`config.mk`:
```
export PLATFORM = sky130hd
export DESIGN_NAME = pwm_ramp_ctrl
export DESIGN_NICKNAME = d
export VERILOG_FILES = /design/src/rtl/pwm_ramp_pkg.sv /design/src/rtl/pwm_ramp_chan.sv /design/src/rtl/pwm_ramp_ctrl.sv
export SDC_FILE = /design/constraint.sdc
export NUM_CORES = 1
export LEC_CHECK = 0
export CAP_MARGIN = 15
export CORE_UTILIZATION = 44
export DETAILED_ROUTE_END_ITERATION = 12
export MAX_ROUTING_LAYER = met4
export PLACE_DENSITY = 0.68
export SLEW_MARGIN = 40
export SYNTH_ARGS = -nofsm -noshare
export SYNTH_HDL_FRONTEND = slang
export SYNTH_HIERARCHICAL = 1
export SYNTH_SLANG_ARGS = --single-unit
```
`constraint.sdc`:
```
create_clock -name clk -period 3.1 [get_ports clk]
set_input_delay 0.31 -clock clk [delete_from_list [all_inputs] [get_ports clk]]
set_output_delay 0.31 -clock clk [all_outputs]
set_load 0.02 [all_outputs]
```
`src/rtl/pwm_ramp_pkg.sv`:
```
// pwm_ramp_pkg
// Shared constants for the multi-channel PWM / duty-ramp controller:
//   - per-channel mode encodings (2 bits per channel on the top-level mode bus)
//   - sweep direction encodings
//   - a counter-width helper that never returns zero
package pwm_ramp_pkg;

    localparam logic [1:0] MODE_HOLD  = 2'b00;
    localparam logic [1:0] MODE_STEP  = 2'b01;
    localparam logic [1:0] MODE_SWEEP = 2'b10;
    localparam logic [1:0] MODE_ZERO  = 2'b11;

    localparam logic DIR_UP   = 1'b0;
    localparam logic DIR_DOWN = 1'b1;

    // Width needed to hold 0..n-1, at least one bit so n=1 still builds.
    function automatic int unsigned cnt_w(input int unsigned n);
        return (n > 32'd1) ? $clog2(n) : 32'd1;
    endfunction

endpackage

```
`src/rtl/pwm_ramp_chan.sv`:
```
// pwm_ramp_chan
// One PWM channel: working duty engine (hold / step / sweep / zero), shadow
// duty reloaded at period start, and a registered PWM comparator.
// Ports:
//   clk, rstp      clock, async active-high reset
//   mode[1:0]      channel mode (see pwm_ramp_pkg)
//   step_up/dn     single-cycle step pulses (STEP mode only)
//   tick           shared sweep tick (SWEEP mode only)
//   period_start   strobe in the cycle the shared period counter wraps to 0
//   pcnt           shared period counter
//   pwm            registered PWM output
//   duty           working duty
//   dir            sweep direction (0 up, 1 down)
module pwm_ramp_chan
    import pwm_ramp_pkg::*;
#(
    parameter int DUTY_MAX = 100,
    parameter int DUTY_W   = 7,
    parameter int SWEEP_LO = 10,
    parameter int SWEEP_HI = 100
) (
    input  logic              clk,
    input  logic              rstp,
    input  logic [1:0]        mode,
    input  logic              step_up,
    input  logic              step_dn,
    input  logic              tick,
    input  logic              period_start,
    input  logic [DUTY_W-1:0] pcnt,
    output logic              pwm,
    output logic [DUTY_W-1:0] duty,
    output logic              dir
);

    localparam logic [DUTY_W-1:0] D_MAX  = DUTY_W'(DUTY_MAX);
    localparam logic [DUTY_W-1:0] D_LO   = DUTY_W'(SWEEP_LO);
    localparam logic [DUTY_W-1:0] D_HI   = DUTY_W'(SWEEP_HI);
    localparam logic [DUTY_W-1:0] D_ONE  = DUTY_W'(1);
    localparam logic [DUTY_W-1:0] D_ZERO = DUTY_W'(0);

    logic [DUTY_W-1:0] duty_nxt;
    logic              dir_nxt;
    logic [DUTY_W-1:0] shadow;

    // Next working duty and direction for the current mode.
    always_comb begin
        duty_nxt = duty;
        dir_nxt  = dir;
        case (mode)
            MODE_HOLD: begin
                duty_nxt = duty;
                dir_nxt  = dir;
            end
            MODE_STEP: begin
                // Simultaneous up and down cancel out.
                if (step_up && !step_dn) begin
                    if (duty < D_MAX) duty_nxt = duty + D_ONE;
                    else              duty_nxt = duty;
                end else if (step_dn && !step_up) begin
                    if (duty > D_ZERO) duty_nxt = duty - D_ONE;
                    else               duty_nxt = duty;
                end else begin
                    duty_nxt = duty;
                end
            end
            MODE_SWEEP: begin
                // Out-of-band duties are pulled back toward the band first;
                // at a bound the turnaround and the step share one tick.
                if (tick) begin
                    if (duty < D_LO) begin
                        dir_nxt  = DIR_UP;
                        duty_nxt = duty + D_ONE;
                    end else if (duty > D_HI) begin
                        dir_nxt  = DIR_DOWN;
                        duty_nxt = duty - D_ONE;
                    end else if (dir == DIR_UP && duty == D_HI) begin
                        dir_nxt  = DIR_DOWN;
                        duty_nxt = duty - D_ONE;
                    end else if (dir == DIR_DOWN && duty == D_LO) begin
                        dir_nxt  = DIR_UP;
                        duty_nxt = duty + D_ONE;
                    end else if (dir == DIR_UP) begin
                        duty_nxt = duty + D_ONE;
                    end else begin
                        duty_nxt = duty - D_ONE;
                    end
                end else begin
                    duty_nxt = duty;
                end
            end
            MODE_ZERO: begin
                duty_nxt = D_ZERO;
                dir_nxt  = DIR_UP;
            end
            default: begin
                duty_nxt = duty;
                dir_nxt  = dir;
            end
        endcase
    end

    // Working duty, direction, shadow duty and registered PWM output.
    always_ff @(posedge clk or posedge rstp) begin
        if (rstp) begin
            duty   <= D_ZERO;
            dir    <= DIR_UP;
            shadow <= D_ZERO;
            pwm    <= 1'b0;
        end else begin
            duty <= duty_nxt;
            dir  <= dir_nxt;
            if (period_start) shadow <= duty;
            // Shadow of DUTY_MAX keeps pcnt < shadow true across the wrap.
            pwm <= (pcnt < shadow);
        end
    end

endmodule

```
`src/rtl/pwm_ramp_ctrl.sv`:
```
// pwm_ramp_ctrl
// Multi-channel PWM generator with per-channel duty engines.
// Shared prescaler / period counter / ramp tick feed CH pwm_ramp_chan
// instances; the selected channel's working duty is exported registered.
// Ports:
//   clk        system clock
//   rstp       async active-high reset
//   mode       2 bits per channel, channel k at [2k+1:2k]
//   step_up    per-channel increment pulses
//   step_dn    per-channel decrement pulses
//   sel        display channel select (out-of-range reads channel 0)
//   pwm        per-channel PWM outputs (registered)
//   duty_sel   working duty of channel sel, one cycle late
//   dir        per-channel sweep direction
module pwm_ramp_ctrl
    import pwm_ramp_pkg::*;
#(
    parameter int CH        = 2,
    parameter int DUTY_MAX  = 100,
    parameter int DUTY_W    = 7,
    parameter int SWEEP_LO  = 10,
    parameter int SWEEP_HI  = 100,
    parameter int PWM_PRESC = 10000,
    parameter int RAMP_DIV  = 2097152,
    parameter int SEL_W     = (CH > 1) ? $clog2(CH) : 1
) (
    input  logic              clk,
    input  logic              rstp,
    input  logic [2*CH-1:0]   mode,
    input  logic [CH-1:0]     step_up,
    input  logic [CH-1:0]     step_dn,
    input  logic [SEL_W-1:0]  sel,
    output logic [CH-1:0]     pwm,
    output logic [DUTY_W-1:0] duty_sel,
    output logic [CH-1:0]     dir
);

    localparam int PW = cnt_w(PWM_PRESC);
    localparam int RW = cnt_w(RAMP_DIV);

    logic [PW-1:0]              presc;
    logic [DUTY_W-1:0]          pcnt;
    logic [RW-1:0]              ramp;
    logic                       presc_wrap;
    logic                       period_start;
    logic                       tick;
    logic [CH-1:0][DUTY_W-1:0]  duty_all;
    logic [DUTY_W-1:0]          sel_duty;

    assign presc_wrap   = (presc == PW'(PWM_PRESC - 1));
    assign period_start = presc_wrap && (pcnt == DUTY_W'(DUTY_MAX - 1));
    assign tick         = (ramp == RW'(RAMP_DIV - 1));

    // Prescaler, period counter and sweep ramp counter.
    always_ff @(posedge clk or posedge rstp) begin
        if (rstp) begin
            presc <= '0;
            pcnt  <= '0;
            ramp  <= '0;
        end else begin
            presc <= presc_wrap ? PW'(0) : presc + PW'(1);
            if (period_start)    pcnt <= DUTY_W'(0);
            else if (presc_wrap) pcnt <= pcnt + DUTY_W'(1);
            else                 pcnt <= pcnt;
            ramp <= tick ? RW'(0) : ramp + RW'(1);
        end
    end

    for (genvar k = 0; k < CH; k++) begin : g_chan
        pwm_ramp_chan #(
            .DUTY_MAX (DUTY_MAX),
            .DUTY_W   (DUTY_W),
            .SWEEP_LO (SWEEP_LO),
            .SWEEP_HI (SWEEP_HI)
        ) u_chan (
            .clk          (clk),
            .rstp         (rstp),
            .mode         (mode[2*k +: 2]),
            .step_up      (step_up[k]),
            .step_dn      (step_dn[k]),
            .tick         (tick),
            .period_start (period_start),
            .pcnt         (pcnt),
            .pwm          (pwm[k]),
            .duty         (duty_all[k]),
            .dir          (dir[k])
        );
    end

    // Display channel mux; out-of-range selects fall back to channel 0.
    always_comb begin
        sel_duty = duty_all[0];
        if (int'(sel) < CH) sel_duty = duty_all[sel];
        else                sel_duty = duty_all[0];
    end

    // Registered display duty.
    always_ff @(posedge clk or posedge rstp) begin
        if (rstp) duty_sel <= '0;
        else      duty_sel <= sel_duty;
    end

endmodule

```
---- Yosys cells after proc, flatten, opt, wreduce, memory -nomap -nowiden ----
Cells that the tools add are included.
word-level totals
  register bits after elaboration ......... 81
  input port bits ......................... 11
operators by class
  add/sub/neg operators ................... 7
  $lt $le $gt $ge ......................... 11
  equality and inequality tests ........... 23
  mux-type cells .......................... 40
  bitwise logic cells ..................... 4
  reduce and logical (&&, ||, !) cells .... 22
operators with widths
  operator                                                                         count
  7-bit two-way mux                                                                24
  7-bit case mux with 3 select lines                                               2
  21-bit by 1-bit adder with 21-bit output, second input constant                  1
  7-bit by 1-bit adder with 7-bit output, second input constant                    3
  21-bit equality test, second input constant                                      1
  7-bit equality test, second input constant                                       3
  21-bit two-way mux                                                               1
  14-bit by 1-bit adder with 14-bit output, second input constant                  1
  14-bit equality test, second input constant                                      1
  7-bit by 4-bit equality test with 1-bit output, second input constant            2
  7-bit by 1-bit greater-than comparator with 1-bit output, second input constant  2
  7-bit greater-than comparator, second input constant                             2
  7-bit by 4-bit less-than comparator with 1-bit output, second input constant     2
  7-bit less-than comparator                                                       2
  7-bit less-than comparator, second input constant                                2
  14-bit two-way mux                                                               1
  7-bit by 1-bit subtractor with 7-bit output, second input constant               2
  3-bit by 1-bit != test with 1-bit output, second input constant                  4
  1-bit two-way mux                                                                10
  5-bit by 1-bit != test with 1-bit output, second input constant                  2
  5-bit AND reduction                                                              2
  1-bit logical AND                                                                9
  2-bit equality test, second input constant                                       4
  3-bit != test, second input constant                                             2
  9 further kinds                                                                  22

---- Logic depth before layout (Yosys ltp) ----
  depth after elaboration ................. 8
  gate-level depth with buffers ........... 12
  mapped depth without buffers ............ 9

---- By module ----
Netlist, hierarchy kept.
by module, submodules not included
  module         times used  cells each  area each (um^2)  seq. area each (um^2)
  pwm_ramp_chan  2           147         1308.8            400.4
  pwm_ramp_ctrl  1           205         2240.9            1226.2

---- Worst setup path after synthesis ----
Ideal clock, no wire load.
  path type ............................... reg-to-reg
  from .................................... register ramp[0]
  to ...................................... register g_chan[0].u_chan.duty[3]
  arrival ................................. 2.584 ns
  slack ................................... 0.372 ns
  cell stages (with the launch flop) ...... 13
  path buffers ............................ 3
  period minus slack after synthesis ...... 2.728 ns
  cells stage by stage .................... dfrtp_1 > ha_1 > and3_1 > clkbuf_1 > and2_1 > and4_1 > clkbuf_1 > o21ai_0 > o31a_1 > buf_4 > nor4_1 > a221oi_1 > o311ai_2
on the way
  longest elaborated chain between the ends .. 3
RTL lines
  item                                  line                  text
  start, declared                       pwm_ramp_ctrl.sv:43   logic [RW-1:0] ramp;
  start signal, assigned                pwm_ramp_ctrl.sv:65   ramp <= tick ? RW'(0) : ramp + RW'(1);
  21-bit equality test                  pwm_ramp_ctrl.sv:52   assign tick = (ramp == RW'(RAMP_DIV - 1));
  net tick                              pwm_ramp_ctrl.sv:46   logic tick;
  2-bit != test (no source line)        n/a
  5-bit AND reduction (no source line)  n/a
  end signal, assigned                  pwm_ramp_chan.sv:110  duty <= duty_nxt;
  end, declared                         pwm_ramp_chan.sv:31   output logic [DUTY_W-1:0] duty,
The timed path passes the listed nets, and every way through them passes these cells.
A chain may end at the register's enable or synchronous reset.

---- Worst setup path after layout ----
  from .................................... register ramp[0]
  to ...................................... register g_chan[1].u_chan.duty[3]
on the way
  longest elaborated chain between the ends .. 3
RTL lines
  item                                  line
  21-bit equality test                  pwm_ramp_ctrl.sv:52
  2-bit != test (no source line)        n/a
  5-bit AND reduction (no source line)  n/a
  end signal, assigned                  pwm_ramp_chan.sv:110
  end, declared                         pwm_ramp_chan.sv:31
No other way between the ends.

==> results.py <==
metrics = {
    "sta": {
        "fin_skew_ns": 0.0122,
        "relSlewSlack_pct": 51.2,
        "setup_viol": 0,
        "fin_crit_ns": 2.89,
        "layout_setup_ws_ns": 0.206,
        "finalCritPeriodShare_pct": 93.4,
        "slew_viol_final": 0,
        "fmax_mhz": 346,
        "fin_tns_setup_ns": 0,
        "tightest_slew_ns": 0.728,
        "rsz0062_at_grt": "no",
        "hold_violations": 0,
        "hold_ws_ns": 0.362,
    },
    "critical_path": {
        "crit_path_max_incr_delay_ns": 0.51,
        "critPathSlowestCell": "o31a_1",
        "worstPathRequired_ns": 3.32,
        "worstSetupStartpoint": "ramp[0]",
        "startpoint_type": "register",
        "worst_setup_path_end_kind": "register",
        "crit_arrival_ns": 3.12,
        "path_cells": "ha_1, and3_1, and2_1, and4_1, o21ai_0, o31a_1, nor4_1, a221oi_1, o311ai_2",
        "worstSetupPathType": "register to register",
        "crit_buf_inv": 0,
        "crit_path_max_fanout": 12,
        "r2r-start": "ramp[0]",
        "critical-path-top-delay-family": "compound AO/OA/AOI/OAI gates",
    },
    "run_status": {
        "outcome": "complete, no violations",
    },
    "grt": {
        "grt_max_degree": 35,
        "grt_overflow": 0,
        "grt_pass1_vias": 3823,
        "use_met1_pct": 26.5,
        "grtUsageMet3_pct": 5.23,
        "grt_usage_pct": 20.6,
        "antenna_found_initial": 0,
        "top_usage_layer": "met2",
        "grt_pass1_wl_um": 18000,
        "gr-usage-met2_pct": 32.3,
    },
    "pwr": {
        "internal_power_mw": 2.02,
        "p_leak_nw": 2.28,
        "power.density_nw_per_um2": 600,
        "ir_worst_vdd_mv": 0.443,
        "p_total_mw": 3.21,
        "switchingPower_mw": 1.20,
        "p_sw_share_pct": 37.2,
        "p_clk_share_pct": 24.2,
        "pwr-share-seq_pct": 46.7,
        "share_comb_of_total_power_pct": 29.1,
    },
    "finish": {
        "area_growth_pct": 10.1,
        "nFillCells": 965,
        "antennaDiodeCount": 0,
        "final_nets": 548,
        "final_area_sq_um": 5350,
        "layout-drive-gt1-share_pct": 11.2,
    },
    "yosys": {
        "synth_area_leaders": "dfrtp_1 (42%), ha_1 (5.9%), xnor2_1 (3.6%)",
        "synth_edf_count": 0,
        "ys_seq_area_share_pct": 41.7,
        "yosysTopAreaCell": "dfrtp_1",
        "ys_ff_latch": 81,
        "synth_cell_types": 52,
        "async_reset_ff_share_pct": 100,
        "synth_area_per_cell_sq_um": 9.74,
        "synthCells": 499,
        "syn-cell-area_sq_um": 4860,
        "yosys.area.top_type_share_pct": 41.7,
        "ys_warn_count": 6,
        "syn_nets": 533,
        "ys.flop_type": "dfrtp_1",
    },
    "floorplan": {
        "die_w_um": 107,
        "start_util_pct": 45.0,
        "die_y_um": 107,
        "die_area_sq_um": 11500,
        "ios": 22,
        "core_sq_um": 10800,
        "rows": 38,
    },
    "cts": {
        "clock_path_buffers": 2,
        "tritoncts": "yes",
        "numCtsBuffers": 9,
        "root_buffer": "clkbuf_8",
        "clk_pin_slew_ns": 0.08,
        "clk_latency_ns": 0.36,
        "h-tree-depth": 3,
        "cts.sinks": 81,
        "post-cts-setup-buffers": 0,
    },
    "route": {
        "avgRoutedWirePerCell_um": 16.0,
        "ant_nets": 0,
        "routed_wl_um": 10500,
        "drt_pass1_iterations": 4,
        "num_vias": 3832,
        "drtIter0Drc": 198,
        "drc": 0,
        "viasPerCell": 5.81,
    },
    "placed_design": {
        "dp_worst_setup_slack_ns": 0.183,
        "placed_area_sq_um": 5150,
        "dpl.hpwl_um": 7390,
        "globalplace.congestion": 0.894,
        "io_buffers": 21,
    },
    "worst_hold_path": {
        "hold_path.class": "input port to asynchronous set/reset pin",
    },
    "run": {
        "maxCapViolCount": 0,
    },
}
[path summary, 6_finish.rpt]
path	to	slack [ns]	depth (start not counted)
worst min register to register	ramp[18]	0.48	1
max in group asynchronous	ramp[3]	2.02	3
worst max-delay path	g_chan[1].u_chan/duty[3]	0.21	9
worst max register to register	g_chan[1].u_chan/duty[3]	0.21	9
worst min-delay path	g_chan[0].u_chan/shadow[0]	0.36	2
min in group clk	ramp[18]	0.48	1
[state kept, by name, indices dropped and copies added, names as in the netlist]
register	flops
g_chan.u_chan/duty	14
pcnt	7
g_chan.u_chan/pwm	2
ramp	21
g_chan.u_chan/shadow	14
g_chan.u_chan/dir	2
presc	14
duty_sel	7
[layer usage]
layer,vias to the layer above,part of all wire [%]
met3,11,4.6
met2,107,46
li1,1824,-
met4,0,0.99
met1,1890,48
met5,-,0
[power by group through the flow]
stage / Combinational (mW) / Clock (mW) / Sequential, mW
floorplan: 0.774 / 0 / 1.36
global placement: 0.897 / 0 / 1.51
detailed placement: 0.923 / 0 / 1.51
CTS: 0.928 / 0.800 / 1.49
global route: 1.02 / 0.851 / 1.52
finish: 0.935 / 0.776 / 1.50
[through the flow]
stage               cells  util, %
global route          659     49.5
global placement      643     47.7
finish                659     49.5
floorplan             499        -
detailed placement    643     47.7
CTS                   659     49.5
[cell families (layout without fill, tap and decap cells)]
kind of cell | count (synthesis) | count (layout) | synth area share (%)
buffers and inverters | 60 | 80 | 5.90
AO/OA/AOI/OAI | 101 | 101 | 14.5
AND/OR/NAND/NOR | 170 | 170 | 19.1
XOR/XNOR | 36 | 36 | 6.49
flip-flops | 81 | 81 | 41.7
multiplexers | 28 | 28 | 6.36
adder cells (fa/ha/maj) | 23 | 23 | 5.92
[cell type report]
type                       instances  area (sq um)  share of cell area (%)
clock buffer                      10           128                    2.39
clock inverter                     6          66.3                    1.24
inverter                          34           128                    2.39
multi-input combinational        358          2550                    47.6
sequential                        81          2030                    37.9
tap                              140           175                    3.28
timing repair buffer              30           278                    5.19
[cell usage after synthesis, types with 6 or more instances]
cell      instances
o21ai_0          24
a21oi_1          16
nor2_1           28
xnor2_1          20
nand2b_1          7
nor3_1            8
o221ai_1          6
dfrtp_1          81
and4_1            6
ha_1             23
clkbuf_1         14
xor2_1           16
nand4_1          11
and3_1            6
buf_4             6
mux2_2           15
inv_1            34
nand2_1          42
a21o_1            9
nor4_1           11
mux2i_1          11
o21ai_1           6
nand3_1          26
[placed cells by master (no fill, tap or decap), types with 3 or more instances in the layout]
cell | Yosys | routed
ha_1 | 23 | 23
o31a_1 | 4 | 3
clkdlybuf4s50_1 | 0 | 21
dfrtp_1 | 81 | 81
nor2_1 | 28 | 28
o31ai_1 | 5 | 5
a221oi_1 | 4 | 4
mux2_2 | 15 | 15
o221ai_1 | 6 | 6
o2bb2ai_1 | 3 | 3
a21oi_1 | 16 | 16
xnor2_1 | 20 | 20
buf_4 | 6 | 9
a211oi_1 | 4 | 4
xor2_1 | 16 | 16
a21o_1 | 9 | 9
nor3_1 | 8 | 8
nor2b_1 | 5 | 5
nand4_1 | 11 | 11
o21a_1 | 4 | 4
nor4_1 | 11 | 11
and4_1 | 6 | 6
o21ai_0 | 24 | 24
clkbuf_8 | 0 | 9
and2_1 | 3 | 3
and3_1 | 6 | 6
mux2i_1 | 11 | 11
inv_1 | 34 | 32
nor4b_1 | 4 | 4
nand3_1 | 26 | 26
nand2b_1 | 7 | 7
nand2_1 | 42 | 42
o21ai_1 | 6 | 6
[repair_timing]
action,in CTS,in global routing
hold buffers,0,0
resized for setup,0,1
setup endpoints to repair,0,2
[worst register-to-register path, stage by stage, from the launching register on]
cell,delay (ns)
dfrtp_1,0.41
ha_1,0.23
and3_1,0.26
and2_1,0.21
and4_1,0.31
o21ai_0,0.30
o31a_1,0.51
nor4_1,0.10
a221oi_1,0.28
o311ai_2,0.15
No activity file was read; power rests on OpenSTA's default activity.
